[config.mk]
export PLATFORM = sky130hd
export DESIGN_NAME = scalar_mem_stage
export DESIGN_NICKNAME = d
export VERILOG_FILES = /design/src/rtl/scalar_mem_stage.sv
export SDC_FILE = /design/constraint.sdc
export NUM_CORES = 1
export LEC_CHECK = 0
export BUFFER_PORTS_ARGS = -buffer_cell sky130_fd_sc_hd__clkbuf_2
export CAP_MARGIN = 20
export CORE_ASPECT_RATIO = 0.5
export CORE_MARGIN = 2
export CORE_UTILIZATION = 27
export DETAILED_ROUTE_END_ITERATION = 12
export PLACE_DENSITY = 0.47
export SLEW_MARGIN = 20
export SYNTH_ARGS = -nofsm -noshare
export SYNTH_HDL_FRONTEND = slang
export SYNTH_SLANG_ARGS = --single-unit
[constraint.sdc]
create_clock -name clk -period 4.92 [get_ports clk]
set_clock_uncertainty 0.05 [all_clocks]
set_input_delay 0.246 -clock clk [delete_from_list [all_inputs] [get_ports clk]]
set_output_delay 0.246 -clock clk [all_outputs]
set_load 0.005 [all_outputs]
[src/rtl/scalar_mem_stage.sv]
// Scalar memory stage: registers execute results, maintains the architectural
// flags, and runs loads/stores over a req/ack data-memory handshake with a
// timeout abort. Produces one writeback pulse per surviving instruction.
module scalar_mem_stage #(
  parameter int ADDR_W  = 32,
  parameter int TIMEOUT = 255
) (
  input  logic              clk,
  input  logic              rst_n,
  input  logic              in_valid,
  input  logic [35:0]       in_alu_result,
  input  logic [35:0]       in_store_data,
  input  logic [4:0]        in_rd,
  input  logic              in_reg_write,
  input  logic              in_mem_read,
  input  logic              in_mem_write,
  input  logic              in_set_flags,
  input  logic              in_zero,
  input  logic              in_sign,
  input  logic              in_overflow,
  input  logic              flush,
  output logic              stall_out,
  output logic              mem_req,
  output logic              mem_we,
  output logic [ADDR_W-1:0] mem_addr,
  output logic [35:0]       mem_wdata,
  input  logic              mem_ack,
  input  logic [35:0]       mem_rdata,
  output logic              wb_valid,
  output logic              wb_reg_write,
  output logic [4:0]        wb_rd,
  output logic [35:0]       wb_data,
  output logic              flag_zero,
  output logic              flag_sign,
  output logic              flag_overflow,
  output logic              mem_err
);

  typedef enum logic {IDLE, ACCESS} state_t;

  state_t      state;
  state_t      state_next;
  logic [15:0] count;
  logic        killed;
  logic        lat_reg_write;
  logic [4:0]  lat_rd;
  logic        accept;
  logic        is_mem;
  logic        timeout_hit;
  logic        killed_now;

  // An instruction is taken only while idle; a flushed one is simply dropped.
  assign accept      = in_valid && (state == IDLE) && !flush;
  assign is_mem      = in_mem_read || in_mem_write;
  assign timeout_hit = (count == 16'(TIMEOUT - 1));
  assign killed_now  = killed || flush;

  // State register.
  always_ff @(posedge clk or negedge rst_n) begin
    if (!rst_n) begin
      state <= IDLE;
    end else begin
      state <= state_next;
    end
  end

  // Next state: enter ACCESS on an accepted mem op, leave on ack or timeout.
  always_comb begin
    state_next = state;
    case (state)
      IDLE:    if (accept && is_mem) state_next = ACCESS;
      ACCESS:  if (mem_ack || timeout_hit) state_next = IDLE;
      default: state_next = IDLE;
    endcase
  end

  // Outputs decoded from state: the request is live for the whole access.
  always_comb begin
    stall_out = (state == ACCESS);
    mem_req   = (state == ACCESS);
  end

  // Datapath: flags, access latches, timeout counter and writeback registers.
  always_ff @(posedge clk or negedge rst_n) begin
    if (!rst_n) begin
      mem_we        <= 1'b0;
      mem_addr      <= '0;
      mem_wdata     <= '0;
      lat_rd        <= '0;
      lat_reg_write <= 1'b0;
      killed        <= 1'b0;
      count         <= '0;
      mem_err       <= 1'b0;
      flag_zero     <= 1'b0;
      flag_sign     <= 1'b0;
      flag_overflow <= 1'b0;
      wb_valid      <= 1'b0;
      wb_reg_write  <= 1'b0;
      wb_rd         <= '0;
      wb_data       <= '0;
    end else begin
      wb_valid <= 1'b0;
      if (state == IDLE) begin
        if (accept) begin
          if (in_set_flags) begin
            flag_zero     <= in_zero;
            flag_sign     <= in_sign;
            flag_overflow <= in_overflow;
          end
          if (is_mem) begin
            mem_addr      <= in_alu_result[ADDR_W-1:0];
            mem_wdata     <= in_store_data;
            mem_we        <= in_mem_write && !in_mem_read;
            lat_rd        <= in_rd;
            lat_reg_write <= in_reg_write;
            killed        <= 1'b0;
            count         <= '0;
          end else begin
            wb_valid     <= 1'b1;
            wb_reg_write <= in_reg_write;
            wb_rd        <= in_rd;
            wb_data      <= in_alu_result;
          end
        end
      end else begin
        if (mem_ack) begin
          if (!killed_now) begin
            wb_valid     <= 1'b1;
            wb_rd        <= lat_rd;
            wb_reg_write <= mem_we ? 1'b0 : lat_reg_write;
            wb_data      <= mem_we ? 36'(mem_addr) : mem_rdata;
          end
        end else if (timeout_hit) begin
          mem_err <= 1'b1;
        end else begin
          count  <= count + 16'd1;
          killed <= killed_now;
        end
      end
    end
  end

endmodule
-- Word-level counts from Yosys, hierarchy flattened
Index checks and enable logic that the tools add are counted.
Widths: inputs -> output; s select.
- register bits after elaboration: 140
- bits in latches: 0
- memory bits (writable): 0
- ROM bits: 0
- bits of input ports: 125
- memories: 0
- add/subtract/negate cells: 1
- $mul: 0
- divide/modulo/power cells: 0
- magnitude comparators: 0
- equality and inequality tests: 6
- shift-type cells: 0
- multiplexer cells: 35
- bitwise operators: 2
- reduce and logical (&&, ||, !) cells: 16
- operators by type and width (operator ; count):
    $mux 36 ; 6
    $mux 16 ; 5
    $mux 5 ; 5
    $mux 1 ; 18
    $add 16x1->16 const B ; 1
    $eq 16x8->1 const B ; 1
    $ne 2x2->1 const B ; 5
    $reduce_and 3->1 ; 3
    $reduce_and 4->1 ; 2
    $logic_and 1x1->1 ; 4
    $reduce_bool 2->1 ; 2
    $logic_or 1x1->1 ; 3
    $logic_not 1->1 ; 2
    $not 1->1 ; 2
    $pmux 1 s2 ; 1

-- Longest topological paths before layout
Gate-level depths: netlist of run 1.
- depth in word-level cells: 6
- depth in mapped cells: 8
- gate-level depth less buffers: 7

-- Worst setup path after synthesis of run 1
OpenSTA, ideal clock, no wires.
- path kind: register -> register
- start: register count[0]
- end: register count[14]
- data arrival time: 1.667 ns
- required time: 4.746 ns
- slack: 3.079 ns
- cell stages (with the launch flop): 9
- path buffers: 2
- period minus slack after synthesis: 1.841 ns
- cells stage by stage: dfrtp_1 > inv_1 > ha_1 > nor4b_2 > a41o_1 > buf_6 > buf_12 > nor3_1 > a211o_1
- cells in the longest elaborated chain, start to end: 4
- elaborated cells on any way between the ends: 7
- classes of those cells: add/sub: 1; eq/ne: 2; mux: 3; reduce/logical: 1
- RTL lines (element ; RTL line ; RTL):
    from (decl) ; 43 ; logic [15:0] count;
    from (signal assigned) ; 136 ; count <= count + 16'd1;
    $add 16x1->16 ; 136 ;
    $mux 16 ; 133 ; end else if (timeout_hit) begin
    $mux 16 ; 126 ; if (mem_ack) begin
    $mux 16 ; 103 ; if (state == IDLE) begin
Several ways; a longest one is shown, not always the timed one. The select of a mux whose other input is x is not followed.
A chain may end at the register's enable or synchronous reset.

-- Worst setup path after layout of run 1
- start: register state (netlist: mem_req)
- end: register mem_wdata[14]
- cells in the longest elaborated chain, start to end: 4
- RTL lines (element ; RTL line ; RTL):
    from (decl) ; 41 ; state_t state;
    from (signal assigned) ; 63 ; state <= state_next;
    $not 1->1 (no line) * ; -- ;
    $logic_and 1x1->1 (2 in a row) ; 53 ; assign accept = in_valid && (state == IDLE) && !flush;
    $reduce_and 3->1 (no line) * ; -- ;
    to (signal assigned) ; 112 ; mem_wdata <= in_store_data;
    to (decl) ; 26 ; output logic [35:0] mem_wdata,
Every way passes the cells marked *; elsewhere a longest branch is shown, timed or not.

==> key figures, run 1 <==
Yosys
  – Sequential-to-total area share from yosys stat: 54.99%
  – Post-synth ARST share: 100.0%
  – Syn nets: ~830
  – Yosys warns: 0
  – Predominant post-synthesis flop cell: dfrtp_1
  – Post-synthesis cell count: 704
  – Yosys reg bits: 140
  – Cell area after synthesis: between 0.006 and 0.007 mm²
  – Synth Area per Inst: just over 9 µm²
  – Synth unique cells: 42
  – Post-synth EDFFs: 0

Global route
  – Gr ovfl total: 0
  – GRT Resource Usage Total: between 10% and 20%
  – First-pass GRT wire length: about 32 mm
  – Vias in the first global route: 6103
  – Initial antenna violation count: 0
  – Pin count of the biggest net entering global routing: slightly above 90

Layout
  – Filler cells: 2380
  – Final nets: between 1000 and 1500
  – Area delta synth->final: 43.38%
  – Area of the multi-input gates: around 0.0026 mm²
  – Reg area: 0.003508 mm²
  – # diodes: 0
  – Layout cells sized above 1: between 20% and 30%

STA
  – Slew HR: 37.96%
  – Min Clock Period, post-route: around 2.8 ns
  – WHS: between 0.04 and 0.05 ns
  – Final period utilization: 57.62%
  – Setup TNS: 0 ns
  – Max Slew Vio Count: 0
  – Final setup margin: around 2.1 ns
  – Final hold vios: 0
  – Setup violators final: 0
  – Unrepaired setup endpoints after global routing: false
  – Achievable Freq: 352.7 MHz
  – Actual slew at the worst max-slew pin: just over 0.9 ns

Worst setup path
  – Most frequent CP cell: nand2_1
  – Max Fanout on Critical Path: 55
  – Crit path kind: register to register
  – Crit path DAT: about 3.2 ns
  – CP Capture Type: register
  – Max stage delay cell, worst path: dfrtp_2
  – Crit path required time: between 5 and 6 ns
  – Worst Path Buf+Inv: 1
  – Startpoint types: register
  – Largest stage delay, worst path: 0.72 ns
  – CP top delay family: simple AND/OR/NAND/NOR gates
  – Worst-path cell chain: nor3b_2, o21a_2, buf_4, nand2_1, nand2_1

Clocking
  – CTS Root Cell: clkbuf_16
  – Clock sink count: 140
  – Setup Buffers After CTS: 0
  – Num CTS Buffers: 17
  – H-tree depth: 4
  – Clk_lat worst skew: roughly 0.43 ns
  – CTS Buffer Depth: 2
  – Reg clk slew, reported paths: about 0.06 ns
  – CTS tree: yes

Power and ir drop
  – Cell Pwr Density: between 400 and 500 mW/mm²
  – Peak supply drop: 239.3 µV
  – P_leak: 4.826 nW

Routing
  – Vias/cell: between 4 and 5
  – Detailed-route via count: roughly 5800
  – Post-DRT Antenna Nets: 0
  – Routed wire per std cell: between 10 and 15 µm
  – Final WL: about 19 mm
  – Drt drc: 0
  – Drt first pass iters: 4
  – DR iter-0 viols: 282

Floorplan
  – Die W: between 200 and 250 µm
  – Die H: 112.6 µm
  – Row cnt: 39
  – Core footprint: ~0.023 mm²
  – I/O pins: 243
  – Initial Util: ~28%
  – Die Area: about 0.025 mm²

Hold path
  – Hold Crit Class: primary input to register

Job
  – Max Cap Viol: 0

Place
  – PortBufs: between 200 and 250
  – Pre-CTS WS: 2.069 ns
  – Post-DP HPWL: around 13 mm
  – Final weighted congestion in routability-driven placement: ~0.80

Run status
  – Run status: completed
[repair_timing]
action | in CTS | in global routing
resized for setup | 0 | 0
hold endpoints to repair | 169 | 0
hold buffers | 79 | 0
[worst min-delay path, stage by stage]
cell and delay [ns]:
clkbuf_2 0.08, a21oi_1 0.06, o21ai_1 0.10
[report_power, final]
group	internal, mW	switching [mW]
registers	1.43	0.238
clock network	0.742	0.477
logic	0.425	0.423
[cell usage in the layout, fill, tap and decap left out, drive strengths merged, types with 7 or more instances in the layout]
| master | synthesis | final |
|---|---|---|
| a21oi | 8 | 8 |
| and3 | 10 | 10 |
| clkbuf | 21 | 265 |
| dfrtp | 140 | 140 |
| dlygate4sd3 | 0 | 79 |
| mux2i | 39 | 39 |
| nand2 | 301 | 301 |
| nand3 | 12 | 12 |
| nand4 | 7 | 7 |
| o21ai | 78 | 78 |
[layer usage]
layer	global-route usage, %	routed length, µm
met1	19.87	8483
met2	26.94	9563
met3	4.319	773
met4	5.772	334
met5	0	0
[cell usage after synthesis, types with 2 or more instances]
cell      number  area [µm²]
nand2_1      301        1130
dfrtp_1      140        3503
o21ai_0       69       345.3
mux2i_1       39       390.4
clkbuf_1      20       75.07
buf_2         16       80.08
nand3_1       12       60.06
and3_1        10       62.56
o21ai_1        9       45.04
a21oi_1        8       40.04
nand4_1        7       43.79
inv_1          6       22.52
nor3_1         6       30.03
a211o_1        5       43.79
nor2b_1        5       31.28
and4_1         4       35.03
buf_4          4       30.03
nor4b_1        4       35.03
a21o_1         3       22.52
a311o_1        3       30.03
mux2_2         3       33.78
and2_1         2       12.51
buf_1          2       7.510
buf_6          2       22.52
ha_1           2       25.02
nand3b_1       2       15.01
nor2_1         2       7.510
o21bai_1       2       15.01
o31ai_1        2       15.01
or4b_1         2       20.02
[sequential cells by signal (all words and copies together) (netlist names)]
signal and count:
mem_wdata 36, wb_data 36, mem_addr 32, count 16, lat_rd 5, wb_rd 5
flag_overflow 1, flag_sign 1, flag_zero 1, killed 1, lat_reg_write 1, mem_err 1
mem_req 1, mem_we 1, wb_reg_write 1, wb_valid 1
[stage by stage]
step           util (%)  total power, mW  cell area [µm²]  instances
2_1_floorplan         -            2.034             6371        704
3_3_place_gp      33.88            2.485             7786       1212
3_5_place_dp      33.88            2.503             7786       1212
4_1_cts           39.74            3.804             9133       1322
5_1_grt           39.75            3.993             9135       1322
6_report          39.75            3.733             9135       1322
[logic make-up after synthesis]
kind of cell             synth area share [%]
AO/OA/AOI/OAI                           9.564
AND/OR/NAND/NOR                         24.27
multiplexers                            6.657
adder cells (fa/ha/maj)                0.3927
flip-flops                              54.99
buffers and inverters                   4.124
[cell type report]
class | instances | area share (%)
Multi-Input combinational cell | 512 | 28.67
Clock inverter | 7 | 0.6985
Timing Repair Buffer | 326 | 22.39
Inverter | 6 | 0.2465
Sequential cell | 140 | 38.41
Clock buffer | 24 | 5.383
Tap cell | 307 | 4.205
[worst paths after layout]
| path | slack (ns) | startpoint | cells past startpoint | end |
|---|---|---|---|---|
| hold reg to reg | 0.42 | lat_rd[3]$_DFFE_PN0P_ | 2 | lat_rd[3]$_DFFE_PN0P_ |
| hold / removal | 0.04 | in_alu_result[34] | 3 | wb_data[34]$_DFFE_PN0P_ |
| min in group asynchronous | 0.45 | rst_n | 2 | flag_zero$_DFFE_PN0P_ |
| max in group asynchronous | 3.19 | rst_n | 3 | wb_data[19]$_DFFE_PN0P_ |
| setup / recovery | 2.08 | mem_req$_DFF_PN0_ | 5 | mem_wdata[14]$_DFFE_PN0P_ |
| setup reg to reg | 2.08 | mem_req$_DFF_PN0_ | 5 | mem_wdata[14]$_DFFE_PN0P_ |
No activity file was read; power rests on OpenSTA's default activity.
==> run 2, diff against run 1 <==
--- a/config.mk
+++ b/config.mk
@@ -11,7 +11,7 @@
 export CORE_MARGIN = 2
 export CORE_UTILIZATION = 27
 export DETAILED_ROUTE_END_ITERATION = 12
-export PLACE_DENSITY = 0.47
+export PLACE_DENSITY = 0.49
 export SLEW_MARGIN = 20
 export SYNTH_ARGS = -nofsm -noshare
 export SYNTH_HDL_FRONTEND = slang
==> constraint.sdc (replaced) <==
create_clock -name clk -period 2.6 [get_ports clk]
set_clock_uncertainty 0.05 [all_clocks]
set_input_delay 0.13 -clock clk [delete_from_list [all_inputs] [get_ports clk]]
set_output_delay 0.13 -clock clk [all_outputs]
set_load 0.005 [all_outputs]
==> key figures, run 2 (synthesis gave the netlist of run 1 again) <==
Worst setup path
  – Flop-to-flop setup slack: 0.46 ns (was 2.08 ns)
  – CP Capture Type: register (unchanged)
  – Worst r2r src: count[4]$_DFFE_PN0P_ (was mem_req$_DFF_PN0_)
  – Crit path from: count[4]$_DFFE_PN0P_ (was mem_req$_DFF_PN0_)
  – Reg2reg end: count[15]$_DFFE_PN0P_ (was mem_wdata[14]$_DFFE_PN0P_)
  – Crit path required time: 2.86 ns (was 5.23 ns)
  – Max stage delay cell, worst path: a41o_1 (was dfrtp_2)
  – R2R cell count: 5 (unchanged)
  – CP Capture Point: count[15]$_DFFE_PN0P_ (was mem_wdata[14]$_DFFE_PN0P_)
  – Worst-path cell chain: and4_1, a41o_1, buf_4, nor3_1, a211o_1 (was nor3b_2, o21a_2, buf_4, nand2_1, nand2_1)
  – Largest stage delay, worst path: 0.52 ns (was 0.72 ns)
  – Crit path DAT: 2.40 ns (was 3.15 ns)
  – Max Fanout on Critical Path: 13 (was 55)
  – Crit path kind: register to register (unchanged)
  – Startpoint types: register (unchanged)

Floorplan
  – Row cnt: 39 (unchanged)
  – Die Area: 0.02492 mm² (unchanged)
  – I/O pins: 243 (unchanged)
  – Die W: 221.2 µm (unchanged)
  – Die H: 112.6 µm (unchanged)
  – Initial Util: 27.72% (unchanged)
  – Core footprint: 0.02298 mm² (unchanged)

Routing
  – DR iter-0 viols: 309 (was 282)
  – Final WL: 19.59 mm (was 19.16 mm)
  – Drt first pass iters: 5 (was 4)
  – Drt drc: 0 (unchanged)
  – Vias/cell: 4.433 (was 4.419)
  – Routed wire per std cell: 14.64 µm (was 14.49 µm)
  – Post-DRT Antenna Nets: 0 (unchanged)
  – Detailed-route via count: 5931 (was 5842)

Place
  – PortBufs: 242 (unchanged)
  – Final weighted congestion in routability-driven placement: 0.8324 (was 0.8048)
  – Dpl cell area: 0.007891 mm² (was 0.007786 mm²)
  – Post-DP HPWL: 13.11 mm (was 12.67 mm)

Power and ir drop
  – Cell Pwr Density: 801.3 mW/mm² (was 408.7 mW/mm²)
  – Peak supply drop: 287.6 µV (was 239.3 µV)
  – P_leak: 4.951 nW (was 4.826 nW)
  – Total power: 7.533 mW (was 3.733 mW)

Layout
  – Fin util: 40.90% (was 39.75%)
  – Design area: 0.009400 mm² (was 0.009135 mm²)
  – Commonest non-fill, non-tap cell in the layout: nand2_1 (unchanged)
  – Layout cells sized above 1: 29.19% (was 28.37%)
  – Most frequent cells in the layout: 301 x nand2_1, 241 x clkbuf_2, 138 x dfrtp_1 (unchanged)
  – Biggest regs: mem_wdata (36), wb_data (36), mem_addr (32) (unchanged)
  – # diodes: 0 (unchanged)
  – Area delta synth->final: 47.55% (was 43.38%)
  – Final nets: 1145 (was 1130)

Global route
  – Vias in the first global route: 6189 (was 6103)
  – Pin count of the biggest net entering global routing: 91 (was 93)
  – Initial antenna violation count: 0 (unchanged)
  – Gr ovfl total: 0 (unchanged)
  – GRT Resource Usage Total: 16.31% (was 16.00%)
  – First-pass GRT wire length: 31.97 mm (was 31.66 mm)

STA
  – Final period utilization: 82.12% (was 57.62%)
  – Min Clock Period, post-route: 2.135 ns (was 2.835 ns)
  – Setup violators final: 0 (unchanged)
  – Achievable Freq: 468.4 MHz (was 352.7 MHz)
  – WHS: 0.02665 ns (was 0.04321 ns)
  – Actual slew at the worst max-slew pin: 0.9060 ns (was 0.9307 ns)
  – Unrepaired setup endpoints after global routing: false (unchanged)
  – Final hold vios: 0 (unchanged)
  – Slew HR: 39.60% (was 37.96%)
  – Setup TNS: 0 ns (unchanged)
  – Max Slew Vio Count: 0 (unchanged)

Clocking
  – CTS tree: yes (unchanged)
  – Num CTS Buffers: 17 (unchanged)
  – Setup Buffers After CTS: 0 (unchanged)
  – CTS Root Cell: clkbuf_16 (unchanged)
  – Post-CTS sizing: 0 (unchanged)
  – CTS Buffer Depth: 2 (unchanged)
  – Clock sink count: 140 (unchanged)
  – H-tree depth: 4 (unchanged)
  – Reg clk slew, reported paths: 0.06 ns (about the same)
  – Hold_buf cts: 85 (was 79)
  – Clk_lat worst skew: 0.43 ns (about the same)

Job
  – Max Cap Viol: 0 (unchanged)

Run status
  – Run status: completed (unchanged)

Hold path
  – Hold Crit Class: primary input to register (unchanged)
==> run 2: cell types whose count changed in the layout (fill, tap and decap cells not counted), sizes merged <==
cell	previous run	this run
bufinv	1	5
clkbuf	265	261
dlygate4sd3	79	85
buf	6	15
clkinvlp	0	1
==> run 2: layer usage <==
layer / up-vias / GRT usage (%) / part of all wire (%)
met5: - / 0 / 0
met4: 0 / 7.114 / 2.1
met3: 28 / 3.246 / 2.8
met2: 99 / 28.94 / 52
met1: 2857 / 19.35 / 44
li1: 2947 / - / -
==> run 2: worst min-delay path by stage <==
stage / start / endpoint / slack [ns] / cells past startpoint
finish: in_alu_result[33] / wb_data[33]$_DFFE_PN0P_ / 0.03 / 4
floorplan: rst_n / count[0]$_DFFE_PN0P_ / -0.22 / 0
global placement: rst_n / flag_sign$_DFFE_PN0P_ / 0.12 / 1
CTS: in_alu_result[33] / wb_data[33]$_DFFE_PN0P_ / 0.0004 / 4
detailed placement: rst_n / flag_sign$_DFFE_PN0P_ / 0.12 / 1
global route: in_alu_result[33] / wb_data[33]$_DFFE_PN0P_ / 0.04 / 4
==> run 2: worst max-delay path: cells and delay by family, from the launching register on <==
| family | cells | cell delay [ns] |
|---|---|---|
| buffers and inverters | 1 | 0.24 |
| flip-flops | 1 | 0.43 |
| AND/OR/NAND/NOR | 2 | 0.55 |
| AO/OA/AOI/OAI | 2 | 0.75 |
==> run 2: report_power, final <==
group | internal, mW | switching, mW
Combinational | 0.842 | 0.881
Clock | 1.77 | 0.952
Sequential | 2.70 | 0.384
Total | 5.32 | 2.22
==> run 2: area by class of cell <==
type	count	area [µm²]
Clock buffer	20	466.7
Clock inverter	12	191.4
Fill cell	2340	13580
Sequential cell	140	3506
Timing Repair Buffer	341	2211
Tap cell	307	384.1
Inverter	6	22.52
Multi-Input combinational cell	512	2619
==> run 2: stage by stage <==
step                      std cells  setup WS, ns
final                          1338        0.4650
after floorplan                 704        0.7591
after global placement         1221        0.5908
after global routing           1338        0.3322
after detailed placement       1221        0.4789
after CTS                      1338        0.4702
==> run 3, diff against run 2 <==
==> constraint.sdc (replaced) <==
create_clock -name clk -period 1.93 [get_ports clk]
set_clock_uncertainty 0.05 [all_clocks]
set_input_delay 0.0965 -clock clk [delete_from_list [all_inputs] [get_ports clk]]
set_output_delay 0.0965 -clock clk [all_outputs]
set_load 0.005 [all_outputs]
==> key figures, run 3 (synthesis gave the netlist of run 1 again) <==
Worst setup path
  – Worst-path cell chain: ha_4, nor4b_4, buf_4, a41oi_4, nor2_4, buf_12, a211o_1 (was and4_1, a41o_1, buf_4, nor3_1, a211o_1)
  – Max Fanout on Critical Path: 8 (was 13)
  – Largest stage delay, worst path: 0.40 ns (was 0.52 ns)
  – Startpoint types: register (unchanged)
  – Crit path kind: register to register (unchanged)
  – Crit path DAT: 2.12 ns (was 2.40 ns)
  – CP Capture Type: register (unchanged)
  – Crit path required time: 2.19 ns (was 2.86 ns)
  – Max stage delay cell, worst path: dfrtp_1 (was a41o_1)

Floorplan
  – Row cnt: 39 (unchanged)
  – Die H: 112.6 µm (unchanged)
  – I/O pins: 243 (unchanged)
  – Initial Util: 27.72% (unchanged)
  – Core footprint: 0.02298 mm² (unchanged)
  – Die Area: 0.02492 mm² (unchanged)
  – Die W: 221.2 µm (unchanged)

Run status
  – Run status: completed (unchanged)

Power and ir drop
  – Cell Pwr Density: 1052 mW/mm² (was 801.3 mW/mm²)
  – Combinational share of power: 25.3% (was 22.9%)
  – Sw frac: 29.40% (was 29.43%)
  – Peak supply drop: 508.7 µV (was 287.6 µV)
  – Clk network pwr share: 35.0% (was 36.1%)
  – P_leak: 5.138 nW (was 4.951 nW)
  – Internal power: 7.234 mW (was 5.316 mW)
  – Switching pwr: 3.012 mW (was 2.217 mW)
  – Reg power frac: 39.8% (was 41.0%)
  – Total power: 10.25 mW (was 7.533 mW)

Global route
  – GR Util met3: 3.168% (was 3.246%)
  – Grt peak-use layer: met2 (unchanged)
  – M2 GR Usage: 28.04% (was 28.94%)
  – Initial antenna violation count: 0 (unchanged)
  – Pin count of the biggest net entering global routing: 55 (was 91)
  – Gr ovfl total: 0 (unchanged)
  – GRT Resource Usage Total: 16.21% (was 16.31%)
  – GRT met1 Usage: 19.62% (was 19.35%)
  – Vias in the first global route: 6202 (was 6189)
  – First-pass GRT wire length: 32.00 mm (was 31.97 mm)

Layout
  – Commonest non-fill, non-tap cell in the layout: nand2_1 (unchanged)
  – # diodes: 0 (unchanged)
  – Area delta synth->final: 52.81% (was 47.55%)
  – Reg area: 0.003506 mm² (unchanged)
  – Biggest regs: mem_wdata (36), wb_data (36), mem_addr (32) (unchanged)
  – Layout cells sized above 1: 31.30% (was 29.19%)
  – Most frequent cells in the layout: 301 x nand2_1, 241 x clkbuf_2, 138 x dfrtp_1 (unchanged)
  – Area of the multi-input gates: 0.002651 mm² (was 0.002619 mm²)
  – Final nets: 1178 (was 1145)
  – Filler cells: 2283 (was 2340)

Clocking
  – CTS Buffer Depth: 2 (unchanged)
  – Reg clk slew, reported paths: 0.06 ns (about the same)
  – Clk_lat worst skew: 0.42 ns (was 0.43 ns)
  – Num CTS Buffers: 17 (unchanged)
  – CTS Root Cell: clkbuf_16 (unchanged)
  – Clock sink count: 140 (unchanged)
  – CTS tree: yes (unchanged)
  – H-tree depth: 4 (unchanged)

Routing
  – Vias/cell: 4.439 (was 4.433)
  – DR iter-0 viols: 373 (was 309)
  – Drt drc: 0 (unchanged)
  – Final WL: 19.52 mm (was 19.59 mm)
  – Detailed-route via count: 6086 (was 5931)
  – Routed wire per std cell: 14.24 µm (was 14.64 µm)
  – Drt first pass iters: 4 (was 5)
  – Post-DRT Antenna Nets: 0 (unchanged)

Place
  – PortBufs: 242 (unchanged)
  – Post-DP HPWL: 13.53 mm (was 13.11 mm)
  – Final weighted congestion in routability-driven placement: 0.8143 (was 0.8324)
  – Pre-CTS WS: -0.01851 ns (was 0.4789 ns)

Hold path
  – Hold Crit Class: primary input to register (unchanged)

Job
  – Max Cap Viol: 0 (unchanged)

STA
  – Final period utilization: 96.64% (was 82.12%)
  – Final hold vios: 0 (unchanged)
  – Actual slew at the worst max-slew pin: 0.4461 ns (was 0.9060 ns)
  – WHS: 0.03346 ns (was 0.02665 ns)
  – Final setup margin: 0.06488 ns (was 0.4650 ns)
  – Setup TNS: 0 ns (unchanged)
  – Achievable Freq: 536.2 MHz (was 468.4 MHz)
  – Setup violators final: 0 (unchanged)
  – Min Clock Period, post-route: 1.865 ns (was 2.135 ns)
  – Max Slew Vio Count: 0 (unchanged)
  – Slew HR: 70.26% (was 39.60%)
[run 3: final cells by class]
class / instances / share of cell area [%]
timing repair buffer: 374 / 26.01
inverter: 6 / 0.2313
sequential: 140 / 36.01
tap: 307 / 3.946
multi-input combinational: 512 / 27.23
clock inverter: 13 / 2.018
clock buffer: 19 / 4.550
[run 3: per-layer routing]
metal	wire length (µm)	share of wire (%)	up-vias
li1	-	-	3029
met1	8673	44	2928
met2	9784	50	99
met3	499	2.6	30
met4	560	2.9	0
met5	0	0	-
[run 3: metrics by stage]
step                std cells  cell area, µm²  util [%]
detailed placement       1247            8137     35.40
finish                   1371            9736     42.36
floorplan                 704            6371         -
global placement         1247            8137     35.40
CTS                      1367            9658     42.02
global route             1371            9736     42.36
[run 3: timing repair]
action,in CTS,in global routing
endpoints found under the setup margin,7,13
endpoints found under the hold margin,259,0
pin swaps,0,7
setup buffers,0,4
resized for setup,1,6
hold buffers,88,0
[run 3: final timing paths]
| check | startpoint | endpoint | depth (start not counted) | slack, ns |
|---|---|---|---|---|
| worst max-delay path | count[1]$_DFFE_PN0P_ | count[15]$_DFFE_PN0P_ | 7 | 0.06 |
| worst min-delay path | mem_rdata[6] | wb_data[6]$_DFFE_PN0P_ | 5 | 0.03 |
| worst max register to register | count[1]$_DFFE_PN0P_ | count[15]$_DFFE_PN0P_ | 7 | 0.06 |
| worst min register to register | mem_wdata[8]$_DFFE_PN0P_ | mem_wdata[8]$_DFFE_PN0P_ | 2 | 0.42 |
| max in group asynchronous | rst_n | mem_addr[16]$_DFFE_PN0P_ | 3 | 1.01 |
| min in group asynchronous | rst_n | mem_wdata[13]$_DFFE_PN0P_ | 2 | 0.07 |
[run 3: worst max-delay path, delay by kind of cell (launching register included)]
family,cells,cell delay (ns)
compound gates,2,0.61
fa+ha+maj,1,0.16
buf+inv,2,0.29
flops,1,0.40
simple gates,2,0.23
[run 3: power by group through the flow]
stage / Combinational (mW) / Sequential [mW] / Clock (mW)
after global placement: 2.42 / 4.10 / 0
final: 2.59 / 4.08 / 3.58
after floorplan: 1.05 / 4.14 / 0
after CTS: 2.59 / 4.08 / 3.70
after detailed placement: 2.45 / 4.12 / 0
after global routing: 2.90 / 4.18 / 3.85
